===== config.mk =====
export PLATFORM = sky130hd
export DESIGN_NAME = module_bcdtobin
export DESIGN_NICKNAME = d
export VERILOG_FILES = /design/src/rtl/module_bcdtobin.sv
export SDC_FILE = /design/constraint.sdc
export NUM_CORES = 1
export LEC_CHECK = 0
export CAP_MARGIN = 30
export CORE_MARGIN = 5
export CORE_UTILIZATION = 50
export DETAILED_ROUTE_END_ITERATION = 6
export DONT_BUFFER_PORTS = 1
export HOLD_SLACK_MARGIN = 0.03
export PLACE_DENSITY = 0.62
export SLEW_MARGIN = 25
export SYNTH_ARGS = -nofsm -noshare
export SYNTH_HDL_FRONTEND = slang
export SYNTH_SLANG_ARGS = --single-unit
export TNS_END_PERCENT = 20

===== constraint.sdc =====
create_clock -name clk -period 1.6 [get_ports clk]
set_input_delay 0 -clock clk [delete_from_list [all_inputs] [get_ports clk]]
set_output_delay 0 -clock clk [all_outputs]
set_load 0.1 [all_outputs]

===== src/rtl/module_bcdtobin.sv =====
// rtl/module_bcdtobin.sv - sequential BCD-to-binary converter (reverse double-dabble, one bit per clock)
module module_bcdtobin #(
  parameter int NDIGITS   = 2,
  parameter int WIDTH_OUT = 7
) (
  input  logic                   clk,
  input  logic                   rst_n,
  input  logic                   start,
  input  logic [4*NDIGITS-1:0]   bcd_in,
  output logic [WIDTH_OUT-1:0]   bin_out,
  output logic                   busy,
  output logic                   done,
  output logic                   err
);

  localparam int BCD_W = 4 * NDIGITS;
  localparam int SR_W  = BCD_W + WIDTH_OUT;
  localparam int CNT_W = $clog2(WIDTH_OUT + 1);

  typedef enum logic [1:0] {
    S_IDLE = 2'd0,
    S_CONV = 2'd1,
    S_DONE = 2'd2
  } state_t;

  state_t           state;
  state_t           state_nxt;
  logic [SR_W-1:0]  sr;
  logic [SR_W-1:0]  sr_shift;
  logic [SR_W-1:0]  sr_step;
  logic [CNT_W-1:0] cnt;
  logic             invalid;
  logic             bcd_bad;
  logic             last_shift;

  assign last_shift = (cnt == CNT_W'(WIDTH_OUT - 1));

  always_comb begin
    bcd_bad = 1'b0;
    for (int d = 0; d < NDIGITS; d++) begin
      if (bcd_in[4*d +: 4] > 4'd9) begin
        bcd_bad = 1'b1;
      end
    end
  end

  // Shift right, then correct every decimal field that now reads 8 or more.
  always_comb begin
    sr_shift = sr >> 1;
    sr_step  = sr_shift;
    for (int d = 0; d < NDIGITS; d++) begin
      if (sr_shift[WIDTH_OUT + 4*d + 3]) begin
        sr_step[WIDTH_OUT + 4*d +: 4] = sr_shift[WIDTH_OUT + 4*d +: 4] - 4'd3;
      end
    end
  end

  always_ff @(posedge clk or negedge rst_n) begin
    if (!rst_n) begin
      state <= S_IDLE;
    end else begin
      state <= state_nxt;
    end
  end

  always_comb begin
    state_nxt = state;
    case (state)
      S_IDLE:  if (start) state_nxt = S_CONV;
      S_CONV:  if (last_shift) state_nxt = S_DONE;
      S_DONE:  state_nxt = S_IDLE;
      default: state_nxt = S_IDLE;
    endcase
  end

  always_comb begin
    busy = (state == S_CONV);
  end

  always_ff @(posedge clk or negedge rst_n) begin
    if (!rst_n) begin
      sr      <= '0;
      cnt     <= '0;
      invalid <= 1'b0;
      bin_out <= '0;
      err     <= 1'b0;
      done    <= 1'b0;
    end else begin
      done <= 1'b0;
      case (state)
        S_IDLE: begin
          if (start) begin
            sr      <= {bcd_in, {WIDTH_OUT{1'b0}}};
            invalid <= bcd_bad;
            cnt     <= '0;
          end
        end
        S_CONV: begin
          sr  <= sr_step;
          cnt <= cnt + CNT_W'(1);
        end
        S_DONE: begin
          bin_out <= invalid ? '0 : sr[WIDTH_OUT-1:0];
          err     <= invalid;
          done    <= 1'b1;
        end
        default: begin
          sr <= '0;
        end
      endcase
    end
  end

endmodule


# ---- Word level (Yosys, flattened, before mapping)
# Cells that the tools add are included.
dict set report classes {
  n_addsub 2
  n_eq_ne 5
  order_cmp 2
  n_bitwise 1
  n_reduce_logical 6
  muxes 12
}
# op count
set ops {}
lappend ops {{$pmux W15 S3} 1}
lappend ops {{$mux W15} 1}
lappend ops {{$gt A4 B4 Y1 const B} 2}
lappend ops {{$reduce_and A2 Y1} 4}
lappend ops {{$mux W7} 1}
lappend ops {{$pmux W3 S2} 1}
lappend ops {{$mux W2} 2}
lappend ops {{$mux W4} 1}
lappend ops {{$pmux W2 S2} 1}
lappend ops {{$sub A4 B2 Y4 const B} 1}
lappend ops {{$add A3 B1 Y3 const B} 1}
lappend ops {{$eq A3 B3 Y1 const B} 1}
lappend ops {{$mux W1} 3}
lappend ops {{$mux W3} 1}
lappend ops {{$eq A2 B1 Y1 const B} 1}
lappend ops {{$eq A2 B2 Y1 const B} 1}
lappend ops {{$logic_not A2 Y1} 1}
lappend ops {{$ne A2 B1 Y1 const B} 1}
lappend ops {{$ne A2 B2 Y1 const B} 1}
lappend ops {{$reduce_bool A2 Y1} 1}
lappend ops {{$not A1 Y1} 1}
dict set report word_totals {
  wordCells 35
  regBits 30
  in_bits 11
  output_inout_bits 10
}

# ---- Longest topological paths before layout
# Gate-level depths: netlist of the first run.
dict set report depth {
  ltp_word 3
  mapped_depth 5
  depth_no_buf 5
}

# ---- Worst setup path after synthesis of the first run
# Ideal clock, no wire load.
dict set report synth_path {
  path_type {reg2reg}
  from {reg state[1]}
  to {reg sr[0]}
  arrival_ns 1.330
  setup_slack_ns 0.187
  path_buffers 1
  path_stages_with_launch 6
  setup_time_ns 0.083
  period_less_slack_ns 1.413
  required_ns 1.517
  path_cell_list {dfrtp_1 -> nand2b_1 -> inv_1 -> buf_2 -> nand2_1 -> o21ai_0}
}
dict set report synth_via {
  elab_cells_between_ends 7
  classes_between {eq/ne: 3; mux: 1; bitwise: 1; reduce/logical: 2}
}
# element line_no
set synth_rtl {}
lappend synth_rtl {{from (decl)} 26} ;# state_t state;
lappend synth_rtl {{from (signal assigned)} 62} ;# state <= state_nxt;
lappend synth_rtl {{$eq A2 B1 Y1} n/a}
lappend synth_rtl {{via busy} 11} ;# output logic busy,
lappend synth_rtl {{$pmux W15 S3} 90} ;# case (state)
lappend synth_rtl {{to (signal assigned)} 93} ;# sr <= {bcd_in, {WIDTH_OUT{1'b0}}};
lappend synth_rtl {{to (signal assigned)} 99} ;# sr <= sr_step;
lappend synth_rtl {{to (decl)} 28} ;# logic [SR_W-1:0] sr;
# The timed path passes the listed nets, and every way through them passes these cells.
# A chain may end at the register's enable or synchronous reset.

# ---- Worst setup path after layout of the first run
dict set report layout_path {
  from {reg state[1]}
  to {out busy}
}
dict set report layout_via {
  elab_chain_cells 1
}
# element line_no
set layout_rtl {}
lappend layout_rtl {{$eq A2 B1 Y1} 77} ;# busy = (state == S_CONV);
lappend layout_rtl {{to (decl)} 11}
# No other way between the ends.

==> summary.txt, run 1 <==
Area share of and/or/nand/nor cells after synthesis: 0.181
Setup TNS: 0 ps
Power per cell area: 1880 nW/um2
Max Fclk: 0.670 GHz
Routed len/inst: 12.8 um
Vias per inst: 5.09
VDD IR max: 1360 uV
Register bit total from synthesis: 30
Post-DRT Antenna Nets: 0
DIE WIDTH: 61.8 um
Io pins: 21
RSZ-0062 raised after global routing: false
GP Congestion: 0.890
Synthesized Nets: 151
Critical path data required time: 1600 ps
Commonest non-fill, non-tap cell in the layout: nand2_1
Syn Inst Count: 137
Nets: 184
Tmin final: 1490 ps
First-pass GRT wire length: 4280 um
CTS H-tree lvls: 2
CTS Root Cell: clkbuf_4
Initial antenna violation count: 0
DRT Pass-1 Iters: 4
DRC viols: 0
Die height: 61.8 um
Max clock buf depth: 2
Port buffer count: 0
Worst hold-check path type: in2async
Initial Utilization: 0.532
1st-iter DRT viols: 30
CTS tree: yes
Max Clock Skew: 6.99 ps
Clock buffer count from CTS: 5
Mux cell area share after synthesis: 0.0541
Ys flop type: dfrtp_1
Asr flop ratio synth: 1.00
Die footprint: 3820 um2
Largest family of logic cells by synthesized area: simple AND/OR/NAND/NOR gates
Compound-cell area share of the yosys netlist: 0.138
Worst rel slew slack: 0.810
Crit path capture type: output pin
GRT Residual Overflow: 0
Synth Area in Adders: 0.0280
Dpl hpwl: 1690 um
Synth cell types: 24
Maxcap violations: 0
CP Max Fanout: 9
Sequential-to-total area share from yosys stat: 0.559
Final hold violations: 0
Syn-to-layout area delta: 26.5%
Final Max Slew Viols: 0
Cell area after layout: 1700 um2
Worst Path Arrival: 1490 ps
YS warnings: 0
Clk slew on worst S/H paths: 90 ps
Routed Wire Length: 2570 um
Overall power: 3190 uW
Startpoint types: flop
Post-Place Cell Area: 1460 um2
GRT Total Usage: 0.160
Core Area: 2520 um2
Setup violators final: 0
Ant. Diodes: 0
Vias: 1024
Status: finished, final reports clean
Share of cells above drive strength 1: 0.175
Post-synth EDFFs: 0
Avg Cell Area, Syn: 9.80 um2
Period utilization: 0.933
Pin count of the biggest net entering global routing: 31
Skew-Pair Late Insertion Delay: 330 ps
FP Rows: 18
Tightest Pin Transition: 284 ps
P_leak: 0.000794 uW
Worst Setup Path Type: reg2out
Most frequent cells in the layout: 33 x nand2_1, 30 x dfrtp_1, 23 x o21ai_0
Synth Area in XOR/XNOR: 0.0130
Clk sink count: 30
Vias in the first global route: 951
Mapped cell area: 1340 um2
## worst paths after layout
check / start / endpoint / slack, ps / depth (start not counted)
worst min register to register: bin_out[1] / bin_out[1] / 490 / 2
max in group asynchronous: rst_n / cnt[1] / 1320 / 2
worst max-delay path: state[1] / busy / 110 / 3
min in group clk: start / sr[7] / 350 / 3
worst max register to register: state[1] / sr[10] / 240 / 5
worst min-delay path: rst_n / bin_out[4] / 120 / 2
## synth_stat cells, types with 2 or more instances
master	count	area share
mux2_2	2	0.017
nand2b_1	11	0.051
o21ai_0	23	0.086
nor2_1	6	0.017
nand2_1	33	0.092
clkbuf_1	2	0.0056
ha_1	3	0.028
dfrtp_1	30	0.56
a31oi_1	2	0.0093
a21oi_1	4	0.015
inv_1	3	0.0084
buf_2	2	0.0075
mux2i_1	5	0.037
## critical path, cell delays in order, from the launching register on
cell	delay (ps)
dfrtp_1	480
nand2b_1	220
clkinvlp_4	220
buf_6	240
## stage by stage
step / hold slack [ps] / utilization / setup WS, ps / cells
after floorplan: -296 / - / 187 / 137
after detailed placement: -295 / 0.579 / 279 / 176
after global placement: -295 / 0.579 / 322 / 176
after CTS: 91.5 / 0.661 / 48.9 / 197
final: 116 / 0.673 / 108 / 201
after global routing: 104 / 0.673 / 15.5 / 201
## area by class of cell
class                   count  area [um2]
fillers                   199         825
repair buffers             31         279
well taps                  30        37.5
inverters                   3        15.0
clock inverters             1        5.00
clock buffers               7        55.1
flip-flops and latches     30         751
multi-input cells          99         556
## where the power goes
group          switching [uW]  leakage (uW)  total, uW  internal [uW]
logic                     958      0.000364       1480            518
clock network             251     0.0000353        463            213
registers                 229      0.000395       1250           1020
total                    1440      0.000794       3190           1750
## state kept, by name, summed over array words and instances, names as in the netlist
name,count
done,1
sr,15
err,1
bin_out,7
cnt,3
state,2
invalid,1
## logic make-up (layout without fill, tap and decap cells)
group                      count (synthesis)  count (layout)
and+or+nand+nor                           53              53
adders and majority gates                  3               3
DFF                                       30              30
AOI/OAI and AO/OA                         34              34
muxes                                      7               7
xor gates and xnor gates                   2               2
buffers and inverters                      8              42
## layer usage
layer | wire length [um] | GRT usage | vias up
met2 | 1140 | 0.253 | 34
met5 | 0 | 0 | -
met1 | 1170 | 0.187 | 453
met4 | 74 | 0.0758 | 0
li1 | - | - | 527
met3 | 175 | 0.0702 | 10
## repair_timing
action	in CTS	in global routing
gates resized for setup	2	0
buffers inserted	0	4
cloned	0	0
hold buffers	13	0
hold endpoints to repair	50	0
setup endpoints to repair	1	1
No activity file was read; power rests on OpenSTA's default activity.
==> run 2, diff against run 1 <==
Settings changed: SLEW_MARGIN 25 to 10.
Clock period 1.6 ns to 1.7 ns, I/O delays scaled along.
==> run 2 against run 1 <==
Sequential share of layout area up 1.0 points. Clock skew is 0.88 ps higher. Die area is the same. Global-route usage about the same. Register-to-register slack worse by 150 ps. Largest cell class unchanged. Design area decreased by 1.9%. Total power decreased by 8.8%. Setup slack worse by 19 ps. Highest routed layer unchanged. Clock power is 6.3% lower. Critical path type is now reg2reg. Critical path depth increased by 1.
==> summary.txt, run 2 (same netlist as run 1, synthesis figures left out) <==
Tmin final: 1610 ps
Setup WS post-layout: 88.4 ps
Nets: 180
Worst Setup SP: state[1]
Worst Reg-to-Reg Cells: 4
GRT Residual Overflow: 0
GRT Total Usage: 0.160
DRT Pass-1 Iters: 4
FP Rows: 18
Clock buffer count from CTS: 5
Hold_ws: 111 ps
Dpl hpwl: 1630 um
Most frequent cells in the layout: 33 x nand2_1, 28 x dfrtp_1, 23 x o21ai_0
Vias in the first global route: 980
P_leak: 0.000773 uW
First-pass GRT wire length: 4320 um
Clk slew on worst S/H paths: 90 ps
Post-DRT Antenna Nets: 0
Post-CTS Setup Bufs: 0
Worst Path Arrival: 1830 ps
Biggest regs: sr x15, bin_out x7, cnt x3
Io pins: 21
Setup TNS: 0 ps
Worst rel slew slack: 0.790
RSZ-0062 raised after global routing: false
Fin util: 0.660
Max clock buf depth: 2
CTS tree: yes
Syn-to-layout area delta: 24.0%
1st-iter DRT viols: 40
R2R Path Start: state[1]
Pin count of the biggest net entering global routing: 31
Worst Setup Path Type: reg2reg
Period utilization: 0.948
Die footprint: 3820 um2
Largest Register: sr
Critical path data required time: 1920 ps
R2R Path End: sr[14]
Worst hold-check path type: in2async
Initial antenna violation count: 0
Share of cells above drive strength 1: 0.162
DIE WIDTH: 61.8 um
Status: finished, final reports clean
Ant. Diodes: 0
Final hold violations: 0
Routed Wire Length: 2510 um
VDD IR max: 1180 uV
Startpoint types: flop
Max reg flops: 15
Maxcap violations: 0
Port buffer count: 0
Crit path capture type: flop
Routed len/inst: 12.7 um
Max Fclk: 0.621 GHz
CTS H-tree lvls: 2
Initial Utilization: 0.532
CTS Root Cell: clkbuf_4
GP Congestion: 0.818
Reg-to-reg slack, setup: 90 ps
Max Clock Skew: 7.86 ps
Core Area: 2520 um2
Power per cell area: 1750 nW/um2
Final Max Slew Viols: 0
Vias: 1008
Vias per inst: 5.12
Skew-Pair Late Insertion Delay: 320 ps
Overall power: 2910 uW
Setup violators final: 0
Die height: 61.8 um
CP Max Fanout: 13
DRC viols: 0
Clk sink count: 30
Pre-CTS WS: 343 ps
Commonest non-fill, non-tap cell in the layout: nand2_1
Tightest Pin Transition: 314 ps
[run 2: through the flow]
stage | cell area, um2 | cells
after floorplan | 1340 | 137
after global placement | 1450 | 175
after detailed placement | 1450 | 175
after CTS | 1660 | 197
after global routing | 1670 | 197
final | 1670 | 197
[run 2: worst max-delay path, stage by stage, from the launching register on]
cell	delay, ps
dfrtp_2	440
nand2b_4	250
mux2i_1	210
dlygate4sd3_1	560
nor2_1	40
[run 2: worst max-delay path by stage]
stage	endpoint	slack, ps	cells past startpoint
final	sr[14]	90	4
after global routing	sr[14]	30	4
after CTS	sr[14]	60	4
after detailed placement	busy	340	3
after global placement	busy	370	3
after floorplan	sr[0]	290	5
[run 2: power breakdown]
group	internal, uW	switching (uW)
Clock	200	234
Sequential	965	230
Combinational	415	865
[run 2: repair_timing]
item / CTS / global route
hold endpoints to repair: 50 / 0
hold buffers: 14 / 0
setup endpoints to repair: 1 / 2
gates resized for setup: 1 / 2
[run 2: routing by layer]
layer	part of all wire	vias to the layer above	wire length [um]	global-route usage
li1	-	520	-	-
met1	0.45	461	1120	0.176
met2	0.48	23	1200	0.268
met3	0.062	4	155	0.0744
met4	0.012	0	29	0.0667
met5	0	-	0	0
[run 2: final cells by class]
cell class                 count  area, um2
clock buffer                   7       55.1
clock inverter                 1       5.00
fill                         210        857
inverter                       3       11.3
multi-input combinational     99        556
sequential                    30        753
tap                           30       37.5
timing repair buffer          27        248
